`src/rtl/baccarat_round_ctrl.sv`:
```
// Baccarat round sequencer: deals four cards, applies the third-card rules,
// scores both hands and holds endround high once the round is decided.
module baccarat_round_ctrl (
    input  logic       slow_clock,
    input  logic       reset,
    input  logic       step,
    input  logic [3:0] new_card,
    output logic [3:0] pcard1,
    output logic [3:0] pcard2,
    output logic [3:0] pcard3,
    output logic [3:0] dcard1,
    output logic [3:0] dcard2,
    output logic [3:0] dcard3,
    output logic [3:0] pscore,
    output logic [3:0] dscore,
    output logic       endround,
    output logic [3:0] o_dbg_state
);

    typedef enum logic [3:0] {
        S_P1   = 4'd0,
        S_D1   = 4'd1,
        S_P2   = 4'd2,
        S_D2   = 4'd3,
        S_CHK  = 4'd4,
        S_P3   = 4'd5,
        S_BCHK = 4'd6,
        S_D3   = 4'd7,
        S_END  = 4'd8
    } state_t;

    state_t     r_state;
    logic [3:0] r_pcard1, r_pcard2, r_pcard3;
    logic [3:0] r_dcard1, r_dcard2, r_dcard3;
    logic       r_endround;
    logic [3:0] w_ps, w_ds, w_t;
    logic       w_banker_draws;

    function automatic logic [3:0] card_val(input logic [3:0] c);
        return ((c >= 4'd1) && (c <= 4'd9)) ? c : 4'd0;
    endfunction

    // Sum is at most 27, so subtracting 10 or 20 once gives mod 10.
    function automatic logic [3:0] hand_score(input logic [3:0] a, input logic [3:0] b,
                                              input logic [3:0] c);
        logic [4:0] s;
        s = {1'b0, card_val(a)} + {1'b0, card_val(b)} + {1'b0, card_val(c)};
        if (s >= 5'd20)
            s = s - 5'd20;
        else if (s >= 5'd10)
            s = s - 5'd10;
        return s[3:0];
    endfunction

    assign w_ps = hand_score(r_pcard1, r_pcard2, r_pcard3);
    assign w_ds = hand_score(r_dcard1, r_dcard2, r_dcard3);
    assign w_t  = card_val(r_pcard3);

    always_comb begin
        w_banker_draws = 1'b0;
        case (w_ds)
            4'd0, 4'd1, 4'd2: w_banker_draws = 1'b1;
            4'd3:             w_banker_draws = (w_t != 4'd8);
            4'd4:             w_banker_draws = (w_t >= 4'd2) && (w_t <= 4'd7);
            4'd5:             w_banker_draws = (w_t >= 4'd4) && (w_t <= 4'd7);
            4'd6:             w_banker_draws = (w_t >= 4'd6) && (w_t <= 4'd7);
            default:          w_banker_draws = 1'b0;
        endcase
    end

    // step acts as the advance strobe: a card is consumed on every rising edge
    // where step=1 in a dealing state; CHK and BCHK proceed without it.
    always_ff @(posedge slow_clock) begin
        if (!reset) begin
            r_state    <= S_P1;
            r_pcard1   <= 4'd0;
            r_pcard2   <= 4'd0;
            r_pcard3   <= 4'd0;
            r_dcard1   <= 4'd0;
            r_dcard2   <= 4'd0;
            r_dcard3   <= 4'd0;
            r_endround <= 1'b0;
        end else begin
            case (r_state)
                S_P1: if (step) begin r_pcard1 <= new_card; r_state <= S_D1; end
                S_D1: if (step) begin r_dcard1 <= new_card; r_state <= S_P2; end
                S_P2: if (step) begin r_pcard2 <= new_card; r_state <= S_D2; end
                S_D2: if (step) begin r_dcard2 <= new_card; r_state <= S_CHK; end
                S_CHK: begin
                    if ((w_ps >= 4'd8) || (w_ds >= 4'd8)) begin
                        r_state    <= S_END;
                        r_endround <= 1'b1;
                    end else if (w_ps <= 4'd5) begin
                        r_state <= S_P3;
                    end else if (w_ds <= 4'd5) begin
                        r_state <= S_D3;
                    end else begin
                        r_state    <= S_END;
                        r_endround <= 1'b1;
                    end
                end
                S_P3: if (step) begin r_pcard3 <= new_card; r_state <= S_BCHK; end
                S_BCHK: begin
                    if (w_banker_draws) begin
                        r_state <= S_D3;
                    end else begin
                        r_state    <= S_END;
                        r_endround <= 1'b1;
                    end
                end
                S_D3: begin
                    if (step) begin
                        r_dcard3   <= new_card;
                        r_state    <= S_END;
                        r_endround <= 1'b1;
                    end
                end
                S_END: r_endround <= 1'b1;
                default: begin
                    r_state    <= S_P1;
                    r_endround <= 1'b0;
                end
            endcase
        end
    end

    assign pcard1      = r_pcard1;
    assign pcard2      = r_pcard2;
    assign pcard3      = r_pcard3;
    assign dcard1      = r_dcard1;
    assign dcard2      = r_dcard2;
    assign dcard3      = r_dcard3;
    assign pscore      = w_ps;
    assign dscore      = w_ds;
    assign endround    = r_endround;
    assign o_dbg_state = r_state;

endmodule

```
`config.mk`:
```
export PLATFORM = sky130hd
export DESIGN_NAME = baccarat_round_ctrl
export DESIGN_NICKNAME = d
export VERILOG_FILES = /design/src/rtl/baccarat_round_ctrl.sv
export SDC_FILE = /design/constraint.sdc
export NUM_CORES = 1
export LEC_CHECK = 0
export BUFFER_PORTS_ARGS = -buffer_cell sky130_fd_sc_hd__buf_2
export CELL_PAD_IN_SITES_DETAIL_PLACEMENT = 1
export CELL_PAD_IN_SITES_GLOBAL_PLACEMENT = 1
export CORE_MARGIN = 10
export CORE_UTILIZATION = 38
export DETAILED_ROUTE_END_ITERATION = 6
export PLACE_DENSITY_LB_ADDON = 0.1
export SKIP_LAST_GASP = 1
export SLEW_MARGIN = 20
export SYNTH_ARGS = -nofsm -noshare
export SYNTH_HDL_FRONTEND = slang
export SYNTH_SLANG_ARGS = --single-unit
```
`constraint.sdc`:
```
create_clock -name slow_clock -period 3.8 [get_ports slow_clock]
set_input_delay 0.38 -clock slow_clock [delete_from_list [all_inputs] [get_ports slow_clock]]
set_output_delay 0.38 -clock slow_clock [all_outputs]
set_load 0.02 [all_outputs]
```
# Yosys cells after proc, flatten, opt, wreduce, memory -nomap -nowiden
# Cells that the tools add are included.
totals:
  ff_bits: 29
  word_cells: 116
  output_inout_bits: 37
classes:
  reduce_logical: 22
  bitwise_logic: 2
  n_eq_ne: 24
  magnitude_cmp: 24
  n_addsub: 8
  mux: 28
ops:
  columns: ["op", "n"]
  rows:
  - ["2-to-1 mux 4 bit", 20]
  - ["case mux 4 bit (9 select lines)", 1]
  - ["== test 4 x 3 -> 1 bit (second input constant)", 7]
  - ["greater-or-equal comparator 4 x 1 -> 1 bit (second input constant)", 6]
  - ["<= comparator 4 bit (second input constant)", 6]
  - ["== test 4 x 2 -> 1 bit (second input constant)", 4]
  - ["!= test 2 bit (second input constant)", 7]
  - ["<= comparator 4 x 3 -> 1 bit (second input constant)", 3]
  - ["AND reduction 2 bit", 6]
  - ["adder 4 x 4 -> 5 bit", 2]
  - ["adder 5 x 4 -> 5 bit", 2]
  - ["greater-or-equal comparator 5 x 4 -> 1 bit (second input constant)", 2]
  - ["greater-or-equal comparator 5 bit (second input constant)", 2]
  - ["case mux 1 bit (5 select lines)", 2]
  - ["logical AND 1 bit", 9]
  - ["== test 4 x 1 -> 1 bit (second input constant)", 2]
  - ["greater-or-equal comparator 4 x 3 -> 1 bit (second input constant)", 2]
  - ["greater-or-equal comparator 4 bit (second input constant)", 2]
  - ["zero test 4 bit", 2]
  - ["subtractor 4 x 3 -> 4 bit (second input constant)", 2]
  - ["subtractor 4 bit (second input constant)", 2]
  - ["AND reduction 7 bit", 1]
  - ["!= test 3 bit (second input constant)", 2]
  - ["2-to-1 mux 1 bit", 5]
  - ["8 further kinds", 9]

# Longest topological paths before layout
# Gate-level depths: netlist of run 1.
logic_depth:
  ltp_word: 13
  depth_mapped: 16

# Worst setup path before layout of run 1
# Ideal clock, no wire load.
synth_timing:
  kind: "flip-flop to flip-flop"
  start: "register r_dcard1[3] (netlist: dcard1[3])"
  end: "register r_endround (netlist: endround)"
  period_less_slack_ns: 4.264
  required_time_ns: 3.684
  path_stages_with_launch: 16
  t_arrival_ns: 4.148
  path_slack_ns: -0.464
  setup_ns: 0.116
  path_buffers: 0
  path_cell_list: "dfxtp_1 -> o21ai_0 -> and2_1 -> fa_1 -> ha_1 -> fa_1 -> xnor2_4 -> ha_1 -> nor3b_1 -> or3b_1 -> a31oi_1 -> o31ai_1 -> a21oi_1 -> o311ai_4 -> nand3_2 -> a31o_1"
synth_via:
  elab_chain_len: 13
  elab_cells_between_ends: 30
  cone_classes: "add/sub (4); order compare (6); eq/ne (9); mux (6); reduce/logical (5)"
synth_rtl:
  columns: ["item", "line_no", "rtl"]
  rows:
  - ["start, declared", "34", "logic [3:0] r_dcard1, r_dcard2, r_dcard3;"]
  - ["start signal, assigned", "79", "r_dcard1 <= 4'd0;"]
  - ["start signal, assigned", "86", "S_D1: if (step) begin r_dcard1 <= new_card; r_state <= S_P2; end"]
  - ["greater-or-equal comparator 4 x 1 -> 1 bit or <= comparator 4 bit (tied branches)", "40", "return ((c >= 4'd1) && (c <= 4'd9)) ? c : 4'd0;"]
  - ["logical AND 1 bit", "40", null]
  - ["2-to-1 mux 4 bit *", "40", null]
  - ["adder 4 x 4 -> 5 bit *", "47", "s = {1'b0, card_val(a)} + {1'b0, card_val(b)} + {1'b0, card_val(c)};"]
  - ["adder 5 x 4 -> 5 bit *", "47", null]
  - ["subtractor 4 bit or greater-or-equal comparator 5 x 4 -> 1 bit (tied branches)", "51, 50", null]
  - ["2-to-1 mux 4 bit", "50", "else if (s >= 5'd10)"]
  - ["2-to-1 mux 4 bit *", "48", "if (s >= 5'd20)"]
  - ["via dscore[2]", "15", "output logic [3:0] dscore,"]
  - ["== test 4 x 1 -> 1 bit, or another cell as far along", "61", "case (w_ds)"]
  - ["OR reduction 3 bit", "61", null]
  - ["case mux 1 bit (5 select lines)", "61", null]
  - ["!= test 2 bit (no line)", null, null]
  - ["AND reduction 5 bit (no line)", null, null]
  - ["end signal, assigned", "82", "r_endround <= 1'b0;"]
  - ["end signal, assigned", "92", "r_endround <= 1'b1;"]
  - ["end signal, assigned", "99", "r_endround <= 1'b1;"]
  - ["end, declared", "35", "logic r_endround;"]
# Mark *: on every way through the listed nets, which the timed path passes. The rest lies on a longest branch.
# A chain may end at the register's enable or synchronous reset.

# Worst setup path after layout of run 1
layout_timing:
  start: "register r_dcard1[1] (netlist: dcard1[1])"
  end: "register r_endround (netlist: endround)"
layout_via:
  elab_chain_len: 13
  elab_cells_between_ends: 30
  cone_classes: "add/sub (4); order compare (6); eq/ne (9); mux (6); reduce/logical (5)"
layout_rtl:
  columns: ["item", "line_no"]
  rows:
  - ["greater-or-equal comparator 4 x 1 -> 1 bit or <= comparator 4 bit (tied branches)", "40"]
  - ["logical AND 1 bit", "40"]
  - ["2-to-1 mux 4 bit *", "40"]
  - ["adder 4 x 4 -> 5 bit *", "47"]
  - ["adder 5 x 4 -> 5 bit *", "47"]
  - ["subtractor 4 bit or greater-or-equal comparator 5 x 4 -> 1 bit (tied branches)", "51, 50"]
  - ["2-to-1 mux 4 bit", "50"]
  - ["2-to-1 mux 4 bit *", "48"]
  - ["== test 4 x 1 -> 1 bit, or another cell as far along", "61"]
  - ["OR reduction 3 bit", "61"]
  - ["case mux 1 bit (5 select lines)", "61"]
  - ["!= test 2 bit (no line)", null]
  - ["AND reduction 5 bit (no line)", null]
# Mark *: on every way between the ends. The rest lies on a longest branch, timed or not.

==> results of run 1 <==
power groups by stage:
stage                     registers (mW)  logic [mW]  clock network, mW
after floorplan                    0.333       0.126                  0
after global placement             0.328       0.195                  0
after detailed placement           0.329       0.202                  0
after CTS                          0.322       0.215              0.327
after global routing               0.324       0.274              0.346
final                              0.322       0.252              0.320
registers in the layout, indices dropped and copies added, names as in the netlist:
signal,flops
dcard1,4
dcard2,4
pcard3,4
dcard3,4
endround,1
pcard2,4
o_dbg_state,4
pcard1,4
worst max-delay path by stage:
| stage | end | slack [ps] | depth (start not counted) |
|---|---|---|---|
| 4_1_cts | o_dbg_state[2]$_SDFFE_PN0P_ | -10 | 15 |
| 3_3_place_gp | endround$_SDFFE_PN0P_ | -0.08 | 15 |
| 5_1_grt | endround$_SDFFE_PN0P_ | -160 | 14 |
| 3_5_place_dp | o_dbg_state[2]$_SDFFE_PN0P_ | -140 | 17 |
| 6_report | endround$_SDFFE_PN0P_ | -30 | 14 |
| 2_1_floorplan | endround$_SDFFE_PN0P_ | -50 | 15 |
cell families (layout without fill, tap and decap cells):
family	count (synthesis)	count (layout)	synth area share
buffers and inverters	20	93	0.0315
AOI/OAI and AO/OA	47	47	0.138
and+or+nand+nor	124	124	0.296
adders and majority gates	22	22	0.147
DFF	29	29	0.244
xor gates and xnor gates	5	5	0.0263
muxes	28	28	0.119
stage by stage:
step | TNS [ps] | worst slack [ps] | cell area, sq um | hold slack, ps | std cells
final | -51.7 | -34.6 | 3380 | 450 | 423
after global routing | -750 | -155 | 3380 | 466 | 423
after floorplan | -54.5 | -54.5 | 2480 | 507 | 275
after detailed placement | -287 | -137 | 2940 | 471 | 410
after CTS | -10.4 | -10.0 | 3130 | 456 | 420
after global placement | -0.0810 | -0.0810 | 2940 | 466 | 410
what timing repair did:
item,CTS,global route
endpoints found under the setup margin,8,11
hold endpoints to repair,0,0
pin swaps,3,18
resized for setup,14,55
setup buffers,2,3
hold buffers,0,0
routing by layer:
layer,up-vias,wire length (microns),global-route usage
met5,-,0,0
met2,39,3740,0.247
met1,1088,3410,0.174
met4,0,40,0.0331
li1,1107,-,-
met3,4,297,0.0381
placed cells by master, fill, tap and decap left out, types with 3 or more instances in the layout:
cell,count
a21oi_2,5
dfxtp_4,8
mux2i_1,25
a211o_1,3
fa_2,4
nor3_1,5
and2_1,5
nor2b_1,29
dfxtp_2,10
nand2b_4,5
nor2b_4,3
a21o_1,3
o211ai_1,3
a21oi_1,7
buf_2,39
inv_1,12
nand3_1,4
clkbuf_8,6
buf_6,6
ha_4,6
dfxtp_1,11
nor3b_1,4
buf_4,26
nor2_1,17
nor2_2,3
nor3_2,3
nand2b_1,11
nand2_1,17
o21ai_0,6
ha_1,4
fa_1,6
critical path, stage by stage (launching register included):
cell	delay, ps
dfxtp_4	360
nor2b_4	130
fa_1	520
ha_4	190
fa_2	380
xnor2_4	140
ha_2	180
nor3b_4	140
or3b_4	380
or4_4	430
nand4_4	120
a21boi_4	80
o311ai_4	340
nand3_2	100
a31o_1	230
layout make-up:
class                      count  area (sq um)  area share
multi-input combinational    226          2040       0.603
sequential                    29           623       0.184
timing repair buffer          71           458       0.135
clock buffer                   7           108      0.0318
tap                           75          93.8      0.0277
inverter                      14          52.6      0.0155
clock inverter                 1          7.51     0.00222
==> results by group, run 1 <==
Logic synthesis
  – Ys flop type: dfxtp_1
  – Warnings, synthesis: 0
  – Most common cell in the synthesized netlist: nor2b_1
  – Register area share after synthesis: 0.244
  – Post-synth EDFFs: 0
  – Post-synth top area share: 0.244
  – Syn Area/Cell: 8.67 sq um
  – Synth Instances: 275
  – Leading area contributor after synthesis: dfxtp_1
  – Syn_nets: a little over 300
  – Top post-synthesis cells by area: dfxtp_1 (24%), mux2i_1 (11%), nor2b_1 (8.7%)
  – Post-synth ARST share: 0
  – #FFs+latches synth: 29
  – Commonest cells in the netlist: nor2b_1 (33), dfxtp_1 (29), mux2i_1 (26)
  – Synth cell types: 45
  – Synth Cell Area: 2380 sq um

Timing
  – Final Slew Violations: 0
  – Relative slew slack: 0.671
  – Worst Tran Pin Value: 492 ps
  – FMAX: ~0.26 GHz
  – RSZ-0062 raised after global routing: yes
  – Period Utilization, post-route: 1.01
  – Final setup violation count: 3
  – Final worst slack: -34.6 ps
  – Final hold viol count: 0
  – Period minus WS final: 3830 ps
  – Clock Skews: between 4 and 5 ps

Die
  – Rows: 28
  – Core box area: 5990 sq um
  – Die W: between 90 and 100 microns
  – Die area: 9840 sq um
  – Starting density of the core: 0.398
  – I/O pin cnt: 44
  – Die H: ~99 microns

Routing
  – Drt first pass iters: 4
  – Remaining DRCs: 0
  – Routed len/inst: between 15 and 20 microns
  – Detailed-route via count: 2238
  – Post-DR vias/cell: 5.29
  – Final WL: 7490 microns
  – ANT nets after route: 0
  – DRT iter0 DRCs: 45

CTS
  – Clk slew on worst S/H paths: 70 ps
  – Root Driver: clkbuf_8
  – TritonCTS buffer count: 5
  – TritonCTS Sinks: 29
  – Maximum buffer depth of the clock tree: 2
  – TritonCTS clock tree: yes
  – Clock Latency Late Sink: 280 ps
  – CTS H-tree lvls: 2

Status
  – Violated checks: negative setup slack
  – Outcome: complete, but fails checks

Setup path
  – Worst endpoint required time: 3980 ps
  – Worst Setup Start Kind: flip-flop
  – Setup crit end kind: flip-flop
  – Reg2reg path depth: 14
  – Critical path type: reg -> reg
  – Worst path arrival time: 4020 ps
  – CP max FO: 4
  – Reg2reg start: dcard1[1]$_SDFFE_PN0P_
  – Worst setup path startpoint: dcard1[1]$_SDFFE_PN0P_
  – RR Endpoint: endround$_SDFFE_PN0P_
  – Reg-to-reg slack, setup: -30 ps

Pwr
  – Combinational share of power: 0.282
  – Seq pwr share: 0.360
  – Clock power frac: 0.358
  – Pleak: 1.50 nW
  – Worst VDD drop: ~0.17 mV
  – Final Power: 0.894 mW
  – Sw power: around 0.28 mW
  – Pwr Density: 264 nW/um^2
  – Internal Pwr Total: 0.612 mW
  – Switching Share: 0.315

Cells and area
  – Diodes inserted: 0
  – Area Growth Syn to Fin: 41.9%
  – Ratio of cells with drive above 1 in the final layout: 0.454
  – Filler Cell Count: 724
  – Fin util: 0.565
  – Layout Nets: 376

Place
  – PortBufs: 43
  – DP HPWL: between 5000 and 6000 microns
  – Gp weighted congestion: 0.829

Min path
  – Hold Crit Start: new_card[0]
  – HP Class: in -> reg
  – Worst Hold Endpoint: dcard1[0]$_SDFFE_PN0P_
  – Hold Path Depth: 3

GRT
  – GRT Total Usage: 0.144
  – First-pass GRT wire length: approximately 12000 microns
  – Initial antenna violation count: 0
  – Largest net degree at the start of global routing: 28
  – Number of global-route vias before repair: approximately 2400
  – GR Overflow Total: 0

Flow run
  – MaxCap Viol Count: 0
Power figures use the tool's default switching activity.
==> run 2, diff against run 1 <==
ABC_CLOCK_PERIOD_IN_PS = 3800   (was default)
RECOVER_POWER = 50   (was default)
==> results by group, run 2 (synthesis gave the netlist of run 1 again) <==
Status
  – Outcome: complete, but fails checks
  – Violated checks: negative setup slack

CTS
  – TritonCTS Sinks: 29
  – CTS H-tree lvls: 2
  – Hold buffers post-CTS: 0
  – TritonCTS buffer count: 5
  – Maximum buffer depth of the clock tree: 2
  – Clock Latency Late Sink: 280 ps
  – Clk slew on worst S/H paths: 70 ps
  – TritonCTS clock tree: yes
  – Root Driver: clkbuf_8

Cells and area
  – Most common cell after layout, fill and taps aside: nor2b_1
  – Diodes inserted: 0
  – Final Instance Area: 3350 sq um
  – Register area: a little over 600 sq um
  – Ratio of cells with drive above 1 in the final layout: 0.385
  – Filler Cell Count: 719
  – Finished Layout Cells: 423
  – Area Growth Syn to Fin: 40.6%
  – Multi-input logic area: a little over 2000 sq um
  – Fin util: 0.560
  – Most frequent cells in the layout: nor2b_1 (29), buf_4 (26), mux2i_1 (25)
  – Layout Nets: 376

Die
  – Starting density of the core: 0.398
  – I/O pin cnt: 44
  – Die H: 99.2 microns
  – Die W: between 90 and 100 microns
  – Die area: approximately 10000 sq um
  – Rows: 28
  – Core box area: between 5000 and 6000 sq um

Timing
  – Worst Tran Pin Value: around 500 ps
  – Final setup violation count: 3
  – FMAX: roughly 0.26 GHz
  – Clock Skews: 5.09 ps
  – Hold Slack: 450 ps
  – Final hold viol count: 0
  – RSZ-0062 raised after global routing: yes
  – Final Slew Violations: 0
  – Period minus WS final: between 3000 and 4000 ps
  – Final worst slack: -34.7 ps
  – Relative slew slack: 0.671
  – Period Utilization, post-route: 1.01

GRT
  – Initial antenna violation count: 0
  – GRT Total Usage: 0.144
  – Number of global-route vias before repair: 2389
  – First-pass GRT wire length: between 10000 and 15000 microns
  – GR Overflow Total: 0
  – Largest net degree at the start of global routing: 28

Setup path
  – Setup crit end kind: flip-flop
  – Critical path type: reg -> reg
  – Worst Setup Start Kind: flip-flop
  – Worst path arrival time: 4020 ps
  – CP max FO: 4
  – Worst endpoint required time: 3980 ps

Routing
  – Final WL: 7480 microns
  – Post-DR vias/cell: about 5.3
  – ANT nets after route: 0
  – Remaining DRCs: 0
  – Detailed-route via count: 2243
  – DRT iter0 DRCs: 47
  – Routed len/inst: 17.7 microns
  – Drt first pass iters: 4

Place
  – Placed insts: 410
  – DP HPWL: 5700 microns
  – Area post-placement: 2940 sq um
  – Gp weighted congestion: around 0.83
  – PortBufs: 43

Min path
  – HP Class: in -> reg

Flow run
  – MaxCap Viol Count: 0

Pwr
  – Pwr Density: 266 nW/um^2
  – Pleak: 1.40 nW
  – Worst VDD drop: 0.166 mV
  – Final Power: 0.892 mW
run 2: what timing repair did:
action,CTS,global route
gates resized for setup,14,55
setup buffers,2,3
pin swaps,3,18
endpoints found under the setup margin,8,11
run 2: final timing paths:
kind / startpoint / end / slack (ps) / cells after the start
worst min register to register: endround$_SDFFE_PN0P_ / endround$_SDFFE_PN0P_ / 500 / 1
worst max-delay path: dcard1[1]$_SDFFE_PN0P_ / endround$_SDFFE_PN0P_ / -30 / 14
worst min-delay path: new_card[0] / dcard1[0]$_SDFFE_PN0P_ / 450 / 3
worst max register to register: dcard1[1]$_SDFFE_PN0P_ / endround$_SDFFE_PN0P_ / -30 / 14
run 2: layer usage:
layer / GRT usage / vias up / part of all wire
met2: 0.247 / 38 / 0.50
li1: - / 1107 / -
met1: 0.174 / 1094 / 0.46
met5: 0 / - / 0
met3: 0.0381 / 4 / 0.036
met4: 0.0331 / 0 / 0.0053
run 2: layout make-up:
class,count,share of cell area
repair buffers,71,0.128
inverters,14,0.0157
multi-input cells,226,0.608
flip-flops and latches,29,0.186
clock buffers,7,0.0321
clock inverters,1,0.00224
well taps,75,0.0280
run 2: power breakdown:
group	leakage, nW	switching [mW]	internal [mW]
combinational	1.10	0.134	0.116
clock	0.0556	0.134	0.187
sequential	0.246	0.0136	0.308
run 2: critical path: stages (launching register included):
cell and delay, ps:
dfxtp_4 360, nor2b_4 130, fa_1 520, ha_4 190, fa_2 380, xnor2_4 140, ha_2 180, nor3b_4 140
or3b_4 380, or4_4 430, nand4_4 120, a21boi_4 80, o311ai_4 340, nand3_2 100, a31o_1 230
run 2: stage by stage:
stage / setup TNS [ps] / setup WS (ps)
after floorplan: -54.5 / -54.5
after global placement: -0.0810 / -0.0810
after detailed placement: -287 / -137
after global routing: -750 / -155
after CTS: -10.4 / -10.0
final: -51.7 / -34.7
==> run 3, diff against run 2 <==
CORE_ASPECT_RATIO = 0.75   (was default)
==> results by group, run 3 (synthesis gave the netlist of run 1 again) <==
Routing
  – Detailed-route via count: 2256
  – ANT nets after route: 0
  – Remaining DRCs: 0
  – DRT iter0 DRCs: 57
  – Drt first pass iters: 4
  – Routed len/inst: between 15 and 20 microns
  – Final WL: 7800 microns
  – Post-DR vias/cell: between 5 and 6

Pwr
  – Combinational share of power: 0.286
  – Switching Share: 0.319
  – Clock power frac: 0.359
  – Worst VDD drop: 0.210 mV
  – Seq pwr share: 0.355
  – Internal Pwr Total: 0.612 mW
  – Pleak: 1.44 nW
  – Sw power: roughly 0.29 mW
  – Pwr Density: around 260 nW/um^2

Die
  – Die area: about 9900 sq um
  – Core box area: 5950 sq um
  – I/O pin cnt: 44
  – Starting density of the core: 0.401
  – Die H: 88.6 microns
  – Rows: 24
  – Die W: 111 microns

Timing
  – Worst Tran Pin Value: 511 ps
  – RSZ-0062 raised after global routing: yes
  – Relative slew slack: 0.657
  – Setup TNS: -278 ps
  – Hold Slack: 451 ps
  – Final setup violation count: 5
  – FMAX: 0.255 GHz
  – Final hold viol count: 0
  – Final worst slack: -114 ps
  – Clock Skews: 4.79 ps
  – Period minus WS final: 3910 ps
  – Final Slew Violations: 0
  – Period Utilization, post-route: 1.03

Cells and area
  – Ratio of cells with drive above 1 in the final layout: 0.427
  – Finished Layout Cells: about 430
  – Area Growth Syn to Fin: 43.1%
  – Final Instance Area: roughly 3400 sq um
  – Layout Nets: 377
  – Fin util: 0.574
  – Diodes inserted: 0
  – Most frequent cells in the layout: buf_4 (28), nor2b_1 (27), mux2i_1 (25)
  – Most common cell after layout, fill and taps aside: buf_4

CTS
  – TritonCTS Sinks: 29
  – Root Driver: clkbuf_8
  – CTS H-tree lvls: 2
  – Maximum buffer depth of the clock tree: 2
  – Clk slew on worst S/H paths: 70 ps
  – Hold buffers post-CTS: 0
  – TritonCTS clock tree: yes
  – Clock Latency Late Sink: 290 ps
  – TritonCTS buffer count: 5

Min path
  – Hold Path Depth: 3
  – HP Class: in -> reg

Setup path
  – Reg2reg path depth: 15
  – Critical path type: reg -> out
  – Worst path arrival time: about 3500 ps
  – Worst Setup Start Kind: flip-flop
  – CP max FO: 6
  – Worst endpoint required time: ~3400 ps
  – Setup crit end kind: primary output

Status
  – Violated checks: negative setup slack
  – Outcome: complete, but fails checks

Place
  – Placed insts: 408
  – Gp weighted congestion: roughly 0.83
  – Area post-placement: 2910 sq um
  – DP HPWL: 5900 microns
  – PortBufs: 43

GRT
  – GR Overflow Total: 0
  – Number of global-route vias before repair: 2497
  – Largest net degree at the start of global routing: 28
  – GRT Total Usage: 0.157
  – Initial antenna violation count: 0
  – First-pass GRT wire length: 12800 microns

Flow run
  – MaxCap Viol Count: 0
==> run 3: cell count changes in the layout (fill, tap and decap cells not counted), moves of 2 or more <==
cell | previous run | this run
buf_2 | 15 | 21
buf_4 | 26 | 28
clkbuf_1 | 24 | 17
dfxtp_2 | 10 | 6
dfxtp_4 | 8 | 12
inv_1 | 12 | 10
inv_2 | 2 | 4
nor2_1 | 17 | 19
nor2_2 | 3 | 1
nor2b_1 | 29 | 27
nor3b_1 | 4 | 2
nor3b_2 | 1 | 3
==> run 3: routing by layer <==
layer | global-route usage | part of all wire | routed length (microns)
met5 | 0 | 0 | 0
met4 | 0.0489 | 0.012 | 93
met3 | 0.0412 | 0.040 | 316
met2 | 0.257 | 0.46 | 3590
met1 | 0.199 | 0.49 | 3810
==> run 3: worst max-delay path, cell delays in order (launching register included) <==
cell	delay [ps]
dfxtp_4	380
nand2b_4	150
fa_1	560
inv_2	60
fa_2	420
xnor2_4	150
ha_2	180
nor3b_4	140
or3b_4	380
or4_4	440
nand4_4	160
buf_6	120
buf_6	100
==> run 3: area by class of cell <==
type,count,area [sq um]
Clock inverter,1,7.51
Tap cell,78,97.6
Clock buffer,7,108
Sequential cell,29,633
Timing Repair Buffer,72,447
Fill cell,704,2530
Inverter,14,52.6
Multi-Input combinational cell,226,2070
==> run 3: path summary, 6_finish.rpt <==
kind,endpoint,startpoint,slack [ps]
worst max-delay path,dscore[1],dcard1[3]$_SDFFE_PN0P_,-110
worst min-delay path,dcard1[0]$_SDFFE_PN0P_,new_card[0],450
worst max register to register,endround$_SDFFE_PN0P_,dcard1[3]$_SDFFE_PN0P_,-70
worst min register to register,endround$_SDFFE_PN0P_,endround$_SDFFE_PN0P_,490
==> run 3: power by group through the flow <==
| stage | logic [mW] | registers [mW] | clock network [mW] |
|---|---|---|---|
| after global routing | 0.282 | 0.321 | 0.342 |
| after global placement | 0.195 | 0.329 | 0 |
| after CTS | 0.228 | 0.321 | 0.329 |
| final | 0.257 | 0.319 | 0.322 |
| after detailed placement | 0.202 | 0.329 | 0 |
| after floorplan | 0.126 | 0.333 | 0 |
==> run 3: timing repair <==
action                                  4_1_cts  5_1_grt
buffers inserted                              9        3
pin swaps                                    18       21
endpoints found under the setup margin        9       11
gates resized for setup                      35       48
==> run 3: per-stage QoR <==
stage | power (mW) | setup slack (ps)
3_5_place_dp | 0.531 | -129
6_report | 0.899 | -114
3_3_place_gp | 0.524 | -34.4
2_1_floorplan | 0.459 | -54.5
4_1_cts | 0.878 | -160
5_1_grt | 0.945 | -204
